[src/rtl/axil_dma_regs.sv]
// AXI4-Lite register block for a simple DMA core: descriptor, control, status.
// Optional byte strobes: define AXIL_DMA_REGS_WSTRB_EN.
module axil_dma_regs #(
    parameter int          ADDR_WIDTH = 32,
    parameter int          DATA_WIDTH = 32,
    parameter logic [31:0] VERSION    = 32'h0001_0000
) (
    input  logic                    clk,
    input  logic                    rst,
    input  logic                    awvalid,
    output logic                    awready,
    input  logic [ADDR_WIDTH-1:0]   awaddr,
    input  logic                    wvalid,
    output logic                    wready,
    input  logic [DATA_WIDTH-1:0]   wdata,
    input  logic [DATA_WIDTH/8-1:0] wstrb,
    output logic                    bvalid,
    input  logic                    bready,
    output logic [1:0]              bresp,
    input  logic                    arvalid,
    output logic                    arready,
    input  logic [ADDR_WIDTH-1:0]   araddr,
    output logic                    rvalid,
    input  logic                    rready,
    output logic [DATA_WIDTH-1:0]   rdata,
    output logic [1:0]              rresp,
    output logic                    dma_start,
    output logic [31:0]             src_addr,
    output logic [31:0]             dst_addr,
    output logic [31:0]             xfer_len,
    input  logic                    dma_busy,
    input  logic                    dma_done,
    output logic                    irq
);

    localparam logic [1:0] OKAY   = 2'b00;
    localparam logic [1:0] SLVERR = 2'b10;

    logic                    rdy_q, rdy_d;
    logic                    aw_held_q, aw_held_d;
    logic [ADDR_WIDTH-1:0]   awaddr_q, awaddr_d;
    logic                    w_held_q, w_held_d;
    logic [DATA_WIDTH-1:0]   wdata_q, wdata_d;
    logic                    bvalid_q, bvalid_d;
    logic [1:0]              bresp_q, bresp_d;
    logic                    rvalid_q, rvalid_d;
    logic [1:0]              rresp_q, rresp_d;
    logic [DATA_WIDTH-1:0]   rdata_q, rdata_d;
    logic                    irq_en_q, irq_en_d;
    logic                    done_q, done_d;
    logic                    busy_q, busy_d;
    logic                    start_q, start_d;
    logic [31:0]             src_q, src_d;
    logic [31:0]             dst_q, dst_d;
    logic [31:0]             len_q, len_d;

    logic                    commit;
    logic [2:0]              w_idx;
    logic                    w_ok;
    logic [2:0]              r_idx;
    logic                    r_map;
    logic [31:0]             rd_val;
    logic [31:0]             mask;
    logic                    w1c;
    logic                    unused_bits;

`ifdef AXIL_DMA_REGS_WSTRB_EN
    logic [DATA_WIDTH/8-1:0] wstrb_q, wstrb_d;
    assign unused_bits = ^{awaddr_q[1:0], araddr[1:0]};
`else
    assign unused_bits = ^{awaddr_q[1:0], araddr[1:0], wstrb};
`endif

    function automatic logic [31:0] merge(input logic [31:0] old_v,
                                          input logic [31:0] new_v,
                                          input logic [31:0] m);
        return (old_v & ~m) | (new_v & m);
    endfunction

    // Readies are held low until the first edge after reset releases.
    assign awready   = rdy_q && !aw_held_q && !bvalid_q;
    assign wready    = rdy_q && !w_held_q && !bvalid_q;
    assign arready   = rdy_q && !rvalid_q;
    assign bvalid    = bvalid_q;
    assign bresp     = bresp_q;
    assign rvalid    = rvalid_q;
    assign rresp     = rresp_q;
    assign rdata     = rdata_q;
    assign dma_start = start_q;
    assign src_addr  = src_q;
    assign dst_addr  = dst_q;
    assign xfer_len  = len_q;
    assign irq       = done_q && irq_en_q;

    assign commit = aw_held_q && w_held_q && !bvalid_q;
    assign w_idx  = awaddr_q[4:2];
    assign w_ok   = (awaddr_q[ADDR_WIDTH-1:5] == '0) && (w_idx < 3'd5);
    assign r_idx  = araddr[4:2];
    assign r_map  = (araddr[ADDR_WIDTH-1:5] == '0) && (r_idx < 3'd6);

    // Byte-enable mask applied to the committed write data.
    always_comb begin
        mask = '1;
`ifdef AXIL_DMA_REGS_WSTRB_EN
        for (int i = 0; i < 4; i++) begin
            mask[8*i +: 8] = {8{wstrb_q[i]}};
        end
`endif
    end

    // Read mux over the current (pre-edge) register values.
    always_comb begin
        rd_val = '0;
        if (r_map) begin
            unique case (1'b1)
                (r_idx == 3'd0): rd_val = {30'b0, irq_en_q, 1'b0};
                (r_idx == 3'd1): rd_val = {30'b0, done_q, busy_q};
                (r_idx == 3'd2): rd_val = src_q;
                (r_idx == 3'd3): rd_val = dst_q;
                (r_idx == 3'd4): rd_val = len_q;
                default:         rd_val = VERSION;
            endcase
        end
    end

    // Next state: channel handshakes, write commit, status and read capture.
    always_comb begin
        rdy_d     = 1'b1;
        aw_held_d = aw_held_q;
        awaddr_d  = awaddr_q;
        w_held_d  = w_held_q;
        wdata_d   = wdata_q;
`ifdef AXIL_DMA_REGS_WSTRB_EN
        wstrb_d   = wstrb_q;
`endif
        bvalid_d  = bvalid_q;
        bresp_d   = bresp_q;
        rvalid_d  = rvalid_q;
        rresp_d   = rresp_q;
        rdata_d   = rdata_q;
        irq_en_d  = irq_en_q;
        busy_d    = dma_busy;
        start_d   = 1'b0;
        src_d     = src_q;
        dst_d     = dst_q;
        len_d     = len_q;
        w1c       = 1'b0;

        if (awvalid && awready) begin
            aw_held_d = 1'b1;
            awaddr_d  = awaddr;
        end
        if (wvalid && wready) begin
            w_held_d = 1'b1;
            wdata_d  = wdata;
`ifdef AXIL_DMA_REGS_WSTRB_EN
            wstrb_d  = wstrb;
`endif
        end
        if (bvalid_q && bready) begin
            bvalid_d = 1'b0;
        end

        if (commit) begin
            aw_held_d = 1'b0;
            w_held_d  = 1'b0;
            bvalid_d  = 1'b1;
            bresp_d   = w_ok ? OKAY : SLVERR;
            if (w_ok) begin
                unique case (1'b1)
                    (w_idx == 3'd0): begin
                        if (mask[1]) irq_en_d = wdata_q[1];
                        start_d = mask[0] && wdata_q[0] &&
                                  !dma_busy && (len_q != '0);
                    end
                    (w_idx == 3'd1): w1c = mask[1] && wdata_q[1];
                    (w_idx == 3'd2): src_d = merge(src_q, wdata_q, mask);
                    (w_idx == 3'd3): dst_d = merge(dst_q, wdata_q, mask);
                    default:         len_d = merge(len_q, wdata_q, mask);
                endcase
            end
        end

        // A done pulse wins over a coincident clear.
        done_d = dma_done ? 1'b1 : (w1c ? 1'b0 : done_q);

        if (rvalid_q && rready) begin
            rvalid_d = 1'b0;
        end
        if (arvalid && arready) begin
            rvalid_d = 1'b1;
            rdata_d  = rd_val;
            rresp_d  = r_map ? OKAY : SLVERR;
        end
    end

    // State registers; reset drops any in-flight transaction.
    always_ff @(posedge clk or posedge rst) begin
        if (rst) begin
            rdy_q     <= 1'b0;
            aw_held_q <= 1'b0;
            awaddr_q  <= '0;
            w_held_q  <= 1'b0;
            wdata_q   <= '0;
`ifdef AXIL_DMA_REGS_WSTRB_EN
            wstrb_q   <= '0;
`endif
            bvalid_q  <= 1'b0;
            bresp_q   <= '0;
            rvalid_q  <= 1'b0;
            rresp_q   <= '0;
            rdata_q   <= '0;
            irq_en_q  <= 1'b0;
            done_q    <= 1'b0;
            busy_q    <= 1'b0;
            start_q   <= 1'b0;
            src_q     <= '0;
            dst_q     <= '0;
            len_q     <= '0;
        end else begin
            rdy_q     <= rdy_d;
            aw_held_q <= aw_held_d;
            awaddr_q  <= awaddr_d;
            w_held_q  <= w_held_d;
            wdata_q   <= wdata_d;
`ifdef AXIL_DMA_REGS_WSTRB_EN
            wstrb_q   <= wstrb_d;
`endif
            bvalid_q  <= bvalid_d;
            bresp_q   <= bresp_d;
            rvalid_q  <= rvalid_d;
            rresp_q   <= rresp_d;
            rdata_q   <= rdata_d;
            irq_en_q  <= irq_en_d;
            done_q    <= done_d;
            busy_q    <= busy_d;
            start_q   <= start_d;
            src_q     <= src_d;
            dst_q     <= dst_d;
            len_q     <= len_d;
        end
    end

endmodule

[config.mk]
export PLATFORM = sky130hd
export DESIGN_NAME = axil_dma_regs
export DESIGN_NICKNAME = d
export VERILOG_FILES = /design/src/rtl/axil_dma_regs.sv
export SDC_FILE = /design/constraint.sdc
export NUM_CORES = 1
export LEC_CHECK = 0
export BUFFER_PORTS_ARGS = -buffer_cell sky130_fd_sc_hd__clkbuf_2
export CORE_ASPECT_RATIO = 1.4
export CORE_MARGIN = 5
export CORE_UTILIZATION = 55
export DETAILED_ROUTE_END_ITERATION = 8
export PLACE_DENSITY = 0.84
export SKIP_CTS_REPAIR_TIMING = 1
export SLEW_MARGIN = 40
export SYNTH_ARGS = -nofsm -noshare
export SYNTH_HDL_FRONTEND = slang
export SYNTH_SLANG_ARGS = --single-unit
[constraint.sdc]
create_clock -name clk -period 18.56 [get_ports clk]
set_input_delay 2.784 -clock clk [delete_from_list [all_inputs] [get_ports clk]]
set_output_delay 2.784 -clock clk [all_outputs]
set_load 0.05 [all_outputs]
==> impl_results.md, run 1 <==
* WP data required at 18.98 ns
* WL per Instance at 21.69 um
* Layout cell share with drive strength beyond 1 at 51.68%
* Worst slew pin tran at 0.7852 ns
* R2R depth at 5
* PnR Total Power at 1.127 mW
* Max-Cap Viols at 0
* Slowest cell on crit path: nor3b_4
* Final hold vios at 0
* Tcrit/Tclk final at 23.37%
* Final Slew Violations at 0
* Number of routed nets with antenna violations at 0
* Detailed Place HPWL at 15.98 mm
* DP Worst Slack at 13.74 ns
* Worst Skew at 0.01413 ns
* Status: completed
* Total track usage at 25.87%
* EDFF count, synth at 0
* Drt pass-1 iters at 4
* Initial antenna violation count at 0
* Kind of critical path: in -> reg
* Ys Warns at 0
* Final WS setup at 14.22 ns
* Worst slew margin at 47.60%
* Largest net degree at the start of global routing at 132
* GPL Wtd Cong at 0.7598
* CTS tree: yes
* Worst R2R Setup Slack at 15.99 ns
* Post-synthesis instance total at 608
* Syn_area_per_cell at 13.84 um^2
* Origin of the critical flop-to-flop path: awaddr_q[17]
* Vias per cell at 5.661
* Largest cells by area after synthesis: dfrtp_1 (60%), mux2_2 (21%), mux2i_1 (3.6%)
* Via count at 5972
* Reg-to-Reg End: dst_addr[17]
* CTS Buf Count at 20
* Dpl cell area at 9834 um^2
* CP Data Arrival Time at 4.76 ns
* #FFs+latches synth at 201
* Core box area at 15050 um^2
* Worst-path maximum fanout at 34
* Critical path endpoint category: register
* Residual DRC count at 0
* Max incr delay on CP at 0.75 ns
* Final net count at 959
* Grt ovf at 0
* Post-synthesis cell area at 8414 um^2
* WHS Endpoint: rdata[20]
* Clock Sinks at 201
* # setup viols final at 0
* Top FF cell, synth: dfrtp_1
* TNS Setup at 0 ns
* Most common cell after layout, fill and taps aside: clkbuf_2
* Crit path time final at 4.337 ns
* Initial core utilization at 55.90%
* Final wirelength at 22.88 mm
* Final Core Density at 69.65%
* H-tree depth at 1
* Ant. Diodes at 0
* Fmax at 230.6 MHz
* Yosys top cell by area: dfrtp_1
* CP delay by family, top: simple AND/OR/NAND/NOR gates
* Clock-pin slew on the worst setup and hold paths at 0.06 ns
* Top-area cell type share of the netlist area at 59.78%
* Register area share after synthesis at 59.78%
* Finished layout cell area at 10490 um^2
* # fillers at 1080
* Hold path start: rdata[20]
* Die W at 114.5 um
* Commonest cells after routing, fill and taps aside: clkbuf_2 (237), dfrtp_1 (201), mux2_2 (154)
* Port buffer count at 237
* Pleak at 5.401 nW
* Layout Area Growth over Synthesis at 24.61%
* Row Count at 53
* VDD IR max at 88.08 uV
* Critical path cell sequence: clkbuf_2 -> buf_4 -> nor3b_4 -> buf_4 -> nand2_1 -> o21ai_0 -> a22o_1
* Vert. Die Dim at 156.4 um
* Asr flop ratio synth at 100.0%
* RSZ-0062 raised after global routing: no
* Die Area at 17910 um^2
* Hold_ws at 0.5048 ns
* Yosys cell types at 37
* # IOs at 248
* Dpl cells at 1020
* HP Class: reg -> reg
* Pwr/cell area at 107.4 nW/um^2
* Root buf cell: clkbuf_16
* Initial DRC Count at 394
* Number of global-route vias before repair at 6537
* Buffers & Inverters on Critical Path at 3
* Crit start category: primary input
* CP most frequent cell: buf_4
* Worst hold stages at 1
* First-pass GRT wire length at 36.11 mm
* Layout Cells excl Fill at 1055
* Worst skew pair latency at 0.49 ns
* Clock buffer depth at 3
## kinds of logic after synthesis
kind of cell / after synthesis / synth area share [%]
and+or+nand+nor: 100 / 6.662
muxes: 190 / 25.12
buffers and inverters: 40 / 2.394
AOI/OAI and AO/OA: 75 / 5.963
DFF: 201 / 59.78
other: 2 / 0.08925
## report_power, final
| group | switching [mW] | internal [mW] | total (mW) | leakage, nW |
|---|---|---|---|---|
| sequential | 0.0615 | 0.511 | 0.573 | 2.65 |
| combinational | 0.0718 | 0.0832 | 0.155 | 2.43 |
| clock | 0.164 | 0.234 | 0.399 | 0.320 |
## Yosys cell counts, types with 2 or more instances
cell / instances
dfrtp_1: 201
mux2_2: 154
nand2_1: 37
o21ai_0: 35
a22o_1: 31
mux2i_1: 30
nor4_1: 21
clkbuf_1: 17
nor2_1: 11
buf_2: 8
inv_1: 6
a21oi_1: 5
buf_4: 5
mux2_1: 5
nand4_1: 5
nor3b_1: 5
buf_6: 3
nand2b_1: 3
nand3b_1: 3
nor3_1: 3
and2_1: 2
and4_1: 2
conb_1: 2
## state kept, by name, indices dropped and copies added (netlist names), 30 cells and up
name,cells
src_addr,32
dst_addr,32
xfer_len,32
rdata,32
wdata_q,32
awaddr_q,30
## routing by layer
| metal | track usage [%] | share of wire, % |
|---|---|---|
| met5 | 0.8333 | 0 |
| met4 | 8.602 | 3.1 |
| met3 | 4.952 | 7.3 |
| met2 | 46.63 | 52 |
| met1 | 30.77 | 37 |
## worst max-delay path by stage
stage	endpoint	startpoint	depth (start not counted)	slack, ns
2_1_floorplan	aw_held_q	rst	1	10.29
3_3_place_gp	rdata[1]	araddr[2]	7	13.42
3_5_place_dp	rdata[1]	araddr[2]	7	13.74
4_1_cts	awready	rdy_q	3	14.19
5_1_grt	rdata[1]	araddr[2]	7	14.10
6_report	rdata[1]	araddr[2]	7	14.22
## final cells by class
type / count / area (um^2) / share of cell area, %
Clock inverter: 5 / 61.31 / 0.5847
Multi-Input combinational cell: 368 / 3219 / 30.70
Clock buffer: 30 / 589.3 / 5.620
Tap cell: 192 / 240.2 / 2.291
Timing Repair Buffer: 253 / 1310 / 12.49
Sequential cell: 201 / 5030 / 47.97
Inverter: 6 / 35.03 / 0.3341
No activity file was read; power rests on OpenSTA's default activity.
==> inputs of run 2 (changes only) <==
- CORE_UTILIZATION: 55 -> 52
- PLACE_DENSITY: 0.84 -> 0.8
- clock period: 18.56 -> 4.3 ns (I/O delays scaled with it)
==> run 2 against run 1 <==
Core utilization down 4.0 points. Cell count grew 0.66%. Hold slack worse by 0.30 ns. Die area up 5.3%. Clock power increased to 4.2 times the previous value. Final area grew 0.36%. First-iteration DRC count fell by 2.0%. Combinational power increased to 4.3 times the previous value. Clock skew is 0.0010 ns lower. Critical path type is now reg -> reg. Largest power group unchanged.
==> impl_results.md, run 2 (same netlist as run 1, synthesis figures left out) <==
* M1 WL at 8.492 mm (-0.33%)
* Fmax at 415.6 MHz
* Die W at 117.5 um (+2.6%)
* Max incr delay on CP at 0.53 ns (-0.22 ns)
* Top Metal Used: met4
* VDD IR max at 417.7 uV (+370%)
* Root buf cell: clkbuf_16
* Routed met2 length at 12.01 mm (+0.23%)
* Final net count at 961 (+0.21%)
* HP Class: in -> async
* Comb power frac at 14.0% (+0.2 points)
* Critical path endpoint category: register
* Total track usage at 24.01% (-1.9 points)
* CP most frequent cell: buf_6
* Grt ovf at 0 (unchanged)
* Commonest cells after routing, fill and taps aside: clkbuf_2 (237), dfrtp_1 (201), mux2_2 (154)
* Largest net degree at the start of global routing at 84 (-36%)
* Switch share at 26.38% (-0.039 points)
* Die Area at 18860 um^2 (+5.3%)
* Worst-path maximum fanout at 10 (-71%)
* Vert. Die Dim at 160.5 um (+2.7%)
* Most common cell after layout, fill and taps aside: clkbuf_2
* CTS tree: yes
* Number of routed nets with antenna violations at 0 (unchanged)
* H-tree depth at 1 (unchanged)
* Port buffer count at 237 (unchanged)
* Final wirelength at 22.91 mm (+0.10%)
* Vias per cell at 5.662 (about the same)
* WP data required at 4.67 ns (-14.31 ns)
* Worst R2R Setup Slack at 1.89 ns (-14.10 ns)
* Initial DRC Count at 386 (-2.0%)
* Clock Sinks at 201 (unchanged)
* Final hold vios at 0 (unchanged)
* Crit path time final at 2.406 ns
* WL per Instance at 21.57 um (-0.56%)
* Clock buffer depth at 3 (unchanged)
* GPL Wtd Cong at 0.8094 (+6.5%)
* Worst skew pair latency at 0.49 ns (about the same)
* Max-Cap Viols at 0 (unchanged)
* Final Slew Violations at 0 (unchanged)
* Core box area at 16030 um^2 (+6.5%)
* Psw at 1.271 mW (+330%)
* Kind of critical path: reg -> reg
* Worst slew pin tran at 0.6973 ns (-0.08787 ns)
* Cell Int Power at 3.548 mW (+330%)
* Layout Area Growth over Synthesis at 25.06%
* Critical path cell sequence: or3_4 -> or4_4 -> nor3_4 -> buf_6 -> buf_6 -> mux2_2
* Number of global-route vias before repair at 6634 (+1.5%)
* Sequential share of power at 51.4% (+0.6 points)
* First-pass GRT wire length at 36.60 mm (+1.4%)
* Row Count at 55 (+3.8%)
* Pwr/cell area at 458.0 nW/um^2 (+330%)
* Drt pass-1 iters at 4 (unchanged)
* Initial antenna violation count at 0 (unchanged)
* Via count at 6013 (+0.69%)
* Status: completed
* Clock-pin slew on the worst setup and hold paths at 0.06 ns (about the same)
* CTS Buf Count at 19 (-5.0%)
* Worst slew margin at 53.26% (+5.7 points)
* Clock share of power at 34.6% (-0.8 points)
* Pleak at 5.401 nW (about the same)
* Layout cell share with drive strength beyond 1 at 51.91% (+0.23 points)
* Tcrit/Tclk final at 55.95%
* # setup viols final at 0 (unchanged)
* Residual DRC count at 0 (unchanged)
* # IOs at 248 (unchanged)
* RSZ-0062 raised after global routing: no
* Worst Skew at 0.01310 ns (-0.001030 ns)
* Dpl cell area at 9906 um^2 (+0.73%)
* Slowest cell on crit path: or4_4
* Crit start category: register
* Met3 Wirelength at 1.799 mm (+8.2%)
* Dpl cells at 1030 (+0.98%)
* Finished layout cell area at 10520 um^2 (+0.36%)
* Initial core utilization at 52.48% (-3.4 points)
* Layout Cells excl Fill at 1062 (+0.66%)
* Detailed Place HPWL at 16.15 mm (+1.0%)
* Ant. Diodes at 0 (unchanged)
* CP Data Arrival Time at 2.77 ns (-1.99 ns)
* TNS Setup at 0 ns (unchanged)
-- run 2: power by group through the flow --
| stage | logic, mW | clock network (mW) | registers [mW] |
|---|---|---|---|
| floorplan | 0.501 | 0 | 2.42 |
| global placement | 0.643 | 0 | 2.48 |
| detailed placement | 0.680 | 0 | 2.50 |
| CTS | 0.685 | 1.70 | 2.47 |
| global route | 0.748 | 1.78 | 2.52 |
| finish | 0.674 | 1.67 | 2.48 |
-- run 2: layer usage --
metal  vias up  track usage (%)
met1      3035            28.52
met4         0            7.303
met3        41            6.058
li1       2710                -
met5         -                0
met2       227            42.87
-- run 2: final timing paths --
check | start | to | depth (start not counted)
min | rst | awaddr_q[24] | 2
max reg2reg | awaddr_q[17] | dst_addr[15] | 6
min in group clk | dma_busy | busy_q | 1
max | awaddr_q[17] | dst_addr[15] | 6
max in group asynchronous | rst | wdata_q[12] | 3
min reg2reg | rdata[16] | rdata[16] | 1
-- run 2: area by class of cell --
| cell class | count | area, um^2 |
|---|---|---|
| Clock buffer | 29 | 573.1 |
| Clock inverter | 3 | 43.79 |
| Fill cell | 1229 | 5512 |
| Inverter | 6 | 26.28 |
| Multi-Input combinational cell | 368 | 3207 |
| Sequential cell | 201 | 5030 |
| Tap cell | 199 | 249.0 |
| Timing Repair Buffer | 256 | 1394 |
-- run 2: metrics by stage --
step	setup WS, ns	hold WS, ns	power, mW	util [%]
2_1_floorplan	1.053	0.4811	2.926	-
3_3_place_gp	1.441	0.4763	3.124	61.47
3_5_place_dp	1.639	0.4837	3.181	61.78
4_1_cts	1.891	0.2095	4.859	65.63
5_1_grt	1.767	0.2270	5.046	65.63
6_report	1.894	0.2056	4.819	65.63
-- run 2: critical path: cells and delay by family (launching register included) --
kind | cells | cell delay (ns)
buffers and inverters | 2 | 0.38
flip-flops | 1 | 0.37
AND/OR/NAND/NOR | 3 | 1.20
multiplexers | 1 | 0.34
